### config.mk
export PLATFORM = sky130hd
export DESIGN_NAME = uart_xcvr
export DESIGN_NICKNAME = d
export VERILOG_FILES = /design/src/rtl/uart_xcvr.sv
export SDC_FILE = /design/constraint.sdc
export NUM_CORES = 1
export LEC_CHECK = 0
export CAP_MARGIN = 20
export CORE_MARGIN = 1
export CORE_UTILIZATION = 55
export CTS_CLUSTER_DIAMETER = 50
export DETAILED_ROUTE_END_ITERATION = 16
export PLACE_DENSITY = 0.85
export SETUP_SLACK_MARGIN = 0.1
export SLEW_MARGIN = 20
export SYNTH_ARGS = -nofsm -noshare
export SYNTH_HDL_FRONTEND = slang
export SYNTH_SLANG_ARGS = --single-unit
### constraint.sdc
create_clock -name clk -period 5.1 [get_ports clk]
set_input_delay 0.51 -clock clk [delete_from_list [all_inputs] [get_ports clk]]
set_output_delay 0.51 -clock clk [all_outputs]
set_load 0.01 [all_outputs]
### src/rtl/uart_xcvr.sv
// uart_xcvr: full-duplex UART with configurable frame format, baud divisor and valid/ready byte streams.
// Define UART_RX_FIFO_EN to replace the single RX output register with a first-word-fall-through FIFO.
module uart_xcvr #(
  parameter int CLKS_PER_BIT  = 434,
  parameter int DATA_BITS     = 8,
  parameter int PARITY        = 0,
  parameter int STOP_BITS     = 1,
  parameter int RX_FIFO_DEPTH = 4
) (
  input  logic                 clk,
  input  logic                 rst_n,
  input  logic [DATA_BITS-1:0] tx_data,
  input  logic                 tx_valid,
  output logic                 tx_ready,
  output logic                 txd,
  input  logic                 rxd,
  output logic [DATA_BITS-1:0] rx_data,
  output logic                 rx_valid,
  input  logic                 rx_ready,
  output logic                 rx_parity_err,
  output logic                 rx_frame_err,
  output logic                 rx_overrun,
  output logic                 tx_busy,
  output logic                 rx_busy
);

  localparam int CW = $clog2(STOP_BITS*CLKS_PER_BIT+1);
  localparam logic [CW-1:0] BIT_END  = CW'(CLKS_PER_BIT-1);
  localparam logic [CW-1:0] HALF_END = CW'(CLKS_PER_BIT/2-1);
  localparam logic [CW-1:0] STOP_END = CW'(STOP_BITS*CLKS_PER_BIT-1);
  localparam logic [3:0]    LAST_BIT = 4'(DATA_BITS-1);
  localparam logic          ODD      = (PARITY == 2);

  typedef enum logic [2:0] {S_IDLE, S_START, S_DATA, S_PAR, S_STOP, S_WAIT} state_t;

  // ---------------- TX ----------------
  state_t                 tx_st;
  logic [CW-1:0]          tx_cnt;
  logic [3:0]             tx_bit;
  logic [DATA_BITS-1:0]   tx_sh;
  logic                   tx_par;

  always_ff @(posedge clk or negedge rst_n) begin
    if (!rst_n) begin
      tx_st    <= S_IDLE;
      tx_cnt   <= '0;
      tx_bit   <= '0;
      tx_sh    <= '0;
      tx_par   <= 1'b0;
      txd      <= 1'b1;
      tx_ready <= 1'b1;
      tx_busy  <= 1'b0;
    end else begin
      tx_cnt <= tx_cnt + 1'b1;
      case (tx_st)
        S_IDLE: begin
          tx_cnt <= '0;
          if (tx_valid && tx_ready) begin
            tx_sh    <= tx_data;
            tx_par   <= (^tx_data) ^ ODD;
            txd      <= 1'b0;
            tx_ready <= 1'b0;
            tx_busy  <= 1'b1;
            tx_st    <= S_START;
          end
        end
        S_START: if (tx_cnt == BIT_END) begin
          tx_cnt <= '0;
          tx_bit <= '0;
          txd    <= tx_sh[0];
          tx_sh  <= tx_sh >> 1;
          tx_st  <= S_DATA;
        end
        S_DATA: if (tx_cnt == BIT_END) begin
          tx_cnt <= '0;
          tx_bit <= tx_bit + 1'b1;
          if (tx_bit == LAST_BIT) begin
            if (PARITY != 0) begin
              txd   <= tx_par;
              tx_st <= S_PAR;
            end else begin
              txd   <= 1'b1;
              tx_st <= S_STOP;
            end
          end else begin
            txd   <= tx_sh[0];
            tx_sh <= tx_sh >> 1;
          end
        end
        S_PAR: if (tx_cnt == BIT_END) begin
          tx_cnt <= '0;
          txd    <= 1'b1;
          tx_st  <= S_STOP;
        end
        S_STOP: if (tx_cnt == STOP_END) begin
          tx_ready <= 1'b1;
          tx_busy  <= 1'b0;
          tx_st    <= S_IDLE;
        end
        default: tx_st <= S_IDLE;
      endcase
    end
  end

  // ---------------- RX ----------------
  logic                 rxd_m, rxd_s;
  state_t               rx_st;
  logic [CW-1:0]        rx_cnt;
  logic [3:0]           rx_bit;
  logic [DATA_BITS-1:0] rx_sh;
  logic                 rx_perr_r;
  logic                 rx_push;

  always_ff @(posedge clk or negedge rst_n) begin
    if (!rst_n) begin
      rxd_m <= 1'b1;
      rxd_s <= 1'b1;
    end else begin
      rxd_m <= rxd;
      rxd_s <= rxd_m;
    end
  end

  // Completed word is handed to the delivery stage on the mid-stop sample.
  assign rx_push = (rx_st == S_STOP) && (rx_cnt == BIT_END);

  always_ff @(posedge clk or negedge rst_n) begin
    if (!rst_n) begin
      rx_st     <= S_IDLE;
      rx_cnt    <= '0;
      rx_bit    <= '0;
      rx_sh     <= '0;
      rx_perr_r <= 1'b0;
      rx_busy   <= 1'b0;
    end else begin
      rx_cnt <= rx_cnt + 1'b1;
      case (rx_st)
        S_IDLE: begin
          rx_cnt <= '0;
          if (!rxd_s) begin
            rx_perr_r <= 1'b0;
            rx_busy   <= 1'b1;
            rx_st     <= S_START;
          end
        end
        S_START: if (rx_cnt == HALF_END) begin
          rx_cnt <= '0;
          rx_bit <= '0;
          if (rxd_s) begin
            rx_busy <= 1'b0;
            rx_st   <= S_IDLE;
          end else begin
            rx_st <= S_DATA;
          end
        end
        S_DATA: if (rx_cnt == BIT_END) begin
          rx_cnt <= '0;
          rx_bit <= rx_bit + 1'b1;
          rx_sh  <= {rxd_s, rx_sh[DATA_BITS-1:1]};
          if (rx_bit == LAST_BIT) rx_st <= (PARITY != 0) ? S_PAR : S_STOP;
        end
        S_PAR: if (rx_cnt == BIT_END) begin
          rx_cnt    <= '0;
          rx_perr_r <= ((^rx_sh) ^ ODD) != rxd_s;
          rx_st     <= S_STOP;
        end
        S_STOP: if (rx_cnt == BIT_END) begin
          // A low stop bit may be a break; hold off until the line idles.
          if (rxd_s) begin
            rx_busy <= 1'b0;
            rx_st   <= S_IDLE;
          end else begin
            rx_st <= S_WAIT;
          end
        end
        S_WAIT: if (rxd_s) begin
          rx_busy <= 1'b0;
          rx_st   <= S_IDLE;
        end
        default: rx_st <= S_IDLE;
      endcase
    end
  end

`ifdef UART_RX_FIFO_EN
  localparam int AW = $clog2(RX_FIFO_DEPTH);
  logic [DATA_BITS+1:0] mem [RX_FIFO_DEPTH];
  logic [AW-1:0]        wp, rp;
  logic [AW:0]          cnt;
  logic                 full, pop, wr;

  assign full = cnt == (AW+1)'(RX_FIFO_DEPTH);
  assign pop  = (cnt != '0) && rx_ready;
  assign wr   = rx_push && (!full || pop);

  always_ff @(posedge clk) begin
    if (wr) mem[wp] <= {rx_sh, rx_perr_r, !rxd_s};
  end

  always_ff @(posedge clk or negedge rst_n) begin
    if (!rst_n) begin
      wp         <= '0;
      rp         <= '0;
      cnt        <= '0;
      rx_overrun <= 1'b0;
    end else begin
      if (wr)  wp <= wp + 1'b1;
      if (pop) rp <= rp + 1'b1;
      cnt        <= cnt + (AW+1)'(wr) - (AW+1)'(pop);
      rx_overrun <= rx_push && full && !pop;
    end
  end

  assign rx_valid = cnt != '0;
  assign {rx_data, rx_parity_err, rx_frame_err} = rx_valid ? mem[rp] : '0;
`else
  always_ff @(posedge clk or negedge rst_n) begin
    if (!rst_n) begin
      rx_data       <= '0;
      rx_valid      <= 1'b0;
      rx_parity_err <= 1'b0;
      rx_frame_err  <= 1'b0;
      rx_overrun    <= 1'b0;
    end else begin
      rx_overrun <= 1'b0;
      if (rx_push && (!rx_valid || rx_ready)) begin
        rx_data       <= rx_sh;
        rx_parity_err <= rx_perr_r;
        rx_frame_err  <= !rxd_s;
        rx_valid      <= 1'b1;
      end else begin
        if (rx_push)  rx_overrun <= 1'b1;
        if (rx_ready) rx_valid   <= 1'b0;
      end
    end
  end
`endif

endmodule

==> results.cfg <==
[logic_synthesis]
ys_seq_area_share_pct = 48.50
synth_top_family_by_area = simple AND/OR/NAND/NOR gates
yosysMostFrequentCell = dfrtp_1
synth-edff-count = 0
synth_compound_area_share_pct = 9.852
ys_ff_latch = 67
syn-cell-area_mm2 = 0.003467
yosysTopAreaCellShare_pct = 45.47
synthXorXnorAreaFrac_pct = 5.882
yosys.area_share.simple_pct = 18.15
yosys-top-cells-area = dfrtp_1, mux2_2, xnor2_1
synth_area_per_cell_um2 = 11.52
yosys.area.top_type = dfrtp_1
synthMuxAreaShare_pct = 11.87
synth_fa_ha_area_share_pct = 2.526
async_flop_share_pct = 100.0
post_synth_inst_count = 301
synth_cell_type_count = 64
yosysWarnings = 0
syn_nets = 321
synthTopCellsByCount = dfrtp_1, mux2_2, nor2_1
synth-main-ff-cell = dfrtp_1

[detailed_routing]
vias = 2398
antenna_left = 0
drtIter0Drc = 90
dr.pass1.iters = 4
via_per_inst = 5.877
drc_errors = 0
wire_per_inst_um = 15.36
routed_wl_um = 6265

[final_layout]
num-nets-final = 348
area_growth_syn_to_layout_pct = 13.79
multi_input_area_mm2 = 0.001674
fin_util_pct = 65.85
fill_cells = 468
seqCellArea_mm2 = 0.001682
drive_above_1_share_pct = 21.02
n_antenna_cell = 0

[critical_path]
cp.required_ns = 5.32
cp_max_fo = 11
cp-start-kind = flip-flop
rr_worst_depth = 5
cp.arrival_ns = 2.35
crit_type = reg2reg
endpoint_kind = flip-flop

[sta]
max_freq_mhz = 468.3
setup_tns_ns = 0
worstMarginPinSlew_ns = 0.8213
fin_crit_ns = 2.136
finClkSkew_ns = 0.005564
rsz0062_at_grt = false
worst_slew_margin_rel_pct = 45.24
hold_viol = 0
min_period_over_period_pct = 41.87
setup_ws_ns = 2.964
setup_viol = 0
drv_slew = 0

[power]
internal_power_w = 0.0008834
p_leak_nw = 1.762
powerDensity_mw_per_mm2 = 297.4
seqPwrFrac_pct = 52.4
p_switching_w = 0.0002897
clkPwrFrac_pct = 34.7
p_comb_share_pct = 13.0
ir_worst_vdd_v = 0.0002048
p_sw_share_pct = 24.70

[die]
die-area_mm2 = 0.006625
num_io_pins = 29
die_h_um = 81.40
core_mm2 = 0.005991
fp-row-count = 28
start_util_pct = 57.87
die_x_um = 81.40

[clock_tree]
post_cts_buffers = 0
cts_sinks = 67
cts_resized = 0
cts_buffers = 9
clk_pin_slew_ns = 0.07
clock_path_buffers = 2
htree_levels = 3
cts_tree = done
worstSkewPairLatency_ns = 0.33
hold_buffers = 0
root_buffer = clkbuf_8

[global_route]
grt_max_degree = 68
overflow = 0
grt_usage_pct = 20.86
grt_pass1_vias = 2333
grt_pass1_wl_um = 10460
antenna_found_initial = 0

[placed_design]
pre_cts_slack_ns = 2.848
io_buffers = 28
place_congestion = 0.8331
hpwl_um = 4221

[flow_run]
drv_cap = 0

[min_path]
hold_path.class = in2async

[run_status]
status = finished, final reports clean
==> layout by cell type (no fill, tap or decap), types with 2 or more instances in the layout <==
master,synthesis,routed
nor2_1,27,27
nand2_1,13,13
nor3b_1,2,2
clkdlybuf4s50_1,0,27
a21oi_1,7,7
nand4b_1,2,2
nand4bb_1,2,2
or3_1,2,2
clkbuf_8,0,12
nand2b_1,2,2
a211oi_2,3,3
clkbuf_1,3,2
mux2_2,33,33
a31oi_1,2,2
mux2i_1,4,4
nand3_1,11,11
nand3b_1,2,2
dfstp_2,4,4
or2_2,3,3
dfrtp_1,63,63
o211ai_1,2,2
and3_1,6,6
o21ai_0,12,12
o2bb2ai_1,4,4
clkinv_2,0,2
nor3_1,4,4
nand4_1,4,4
a22o_1,2,2
xnor2_1,13,13
inv_1,8,8
nor2b_1,8,8
xor2_1,5,5
ha_1,7,7
nor4_1,3,3
==> routing by layer <==
metal	wire, µm	track usage [%]	up-vias
li1	-	-	1137
met1	2836	25.73	1202
met2	3129	35.33	44
met3	177	3.820	15
met4	121	9.464	0
met5	0	0	-
==> critical path: stages, from the launching register on <==
cell	delay [ns]
dfrtp_1	0.39
inv_1	0.08
ha_1	0.16
and4bb_2	0.33
nand4_1	0.55
mux2_2	0.49
==> power by group through the flow <==
stage | Combinational [W] | Sequential (W) | Clock (W)
after global routing | 0.000171 | 0.000618 | 0.000436
after detailed placement | 0.000154 | 0.000624 | 0
after floorplan | 0.000111 | 0.000613 | 0
after global placement | 0.000148 | 0.000618 | 0
final | 0.000152 | 0.000614 | 0.000407
after CTS | 0.000155 | 0.000613 | 0.000418
==> worst paths after layout <==
check                               startpoint                endpoint  slack [ns]
setup / recovery           rx_cnt[1]$_DFF_PN0_  rx_data[2]$_DFFE_PN0P_        2.96
hold / removal                           rst_n     tx_cnt[3]$_DFF_PN0_        0.35
setup reg to reg           rx_cnt[1]$_DFF_PN0_  rx_data[2]$_DFFE_PN0P_        2.96
hold reg to reg                rxd_m$_DFF_PN1_         rxd_s$_DFF_PN1_        0.36
max in group asynchronous                rst_n    tx_sh[4]$_DFFE_PN0P_        4.21
min in group clk               rxd_m$_DFF_PN1_         rxd_s$_DFF_PN1_        0.36
==> state kept, by name (all words and copies together), names as in the netlist, 3 cells and up <==
name	flops
rx_data	8
tx_bit	4
rx_st	3
tx_cnt	9
rx_cnt	9
tx_sh	8
rx_bit	4
tx_st	3
rx_sh	8
==> through the flow <==
step	hold WS, ns	total power [W]	cell area, µm²	std cells
after global placement	0.3461	0.0007659	3762	392
after floorplan	0.2144	0.0007238	3467	301
after detailed placement	0.3506	0.0007780	3762	392
after global routing	0.3618	0.001225	3945	408
after CTS	0.3586	0.001187	3945	408
final	0.3487	0.001173	3945	408
==> cell type report <==
cell class                      instances  share of cell area, %
Inverter                                8                 0.7612
Sequential cell                        67                  42.63
Timing Repair Buffer                   29                  7.168
Multi-Input combinational cell        213                  42.44
Clock buffer                           14                  4.377
Tap cell                               75                  2.379
Clock inverter                          2                 0.2537
==> cells by family (layout without fill, tap and decap cells) <==
| kind of cell | Yosys count | after routing |
|---|---|---|
| fa+ha+maj | 7 | 7 |
| compound gates | 45 | 45 |
| buf+inv | 21 | 53 |
| flops | 67 | 67 |
| simple gates | 104 | 104 |
| xor+xnor | 20 | 20 |
| mux | 37 | 37 |
(Power assumes the default switching activity.)
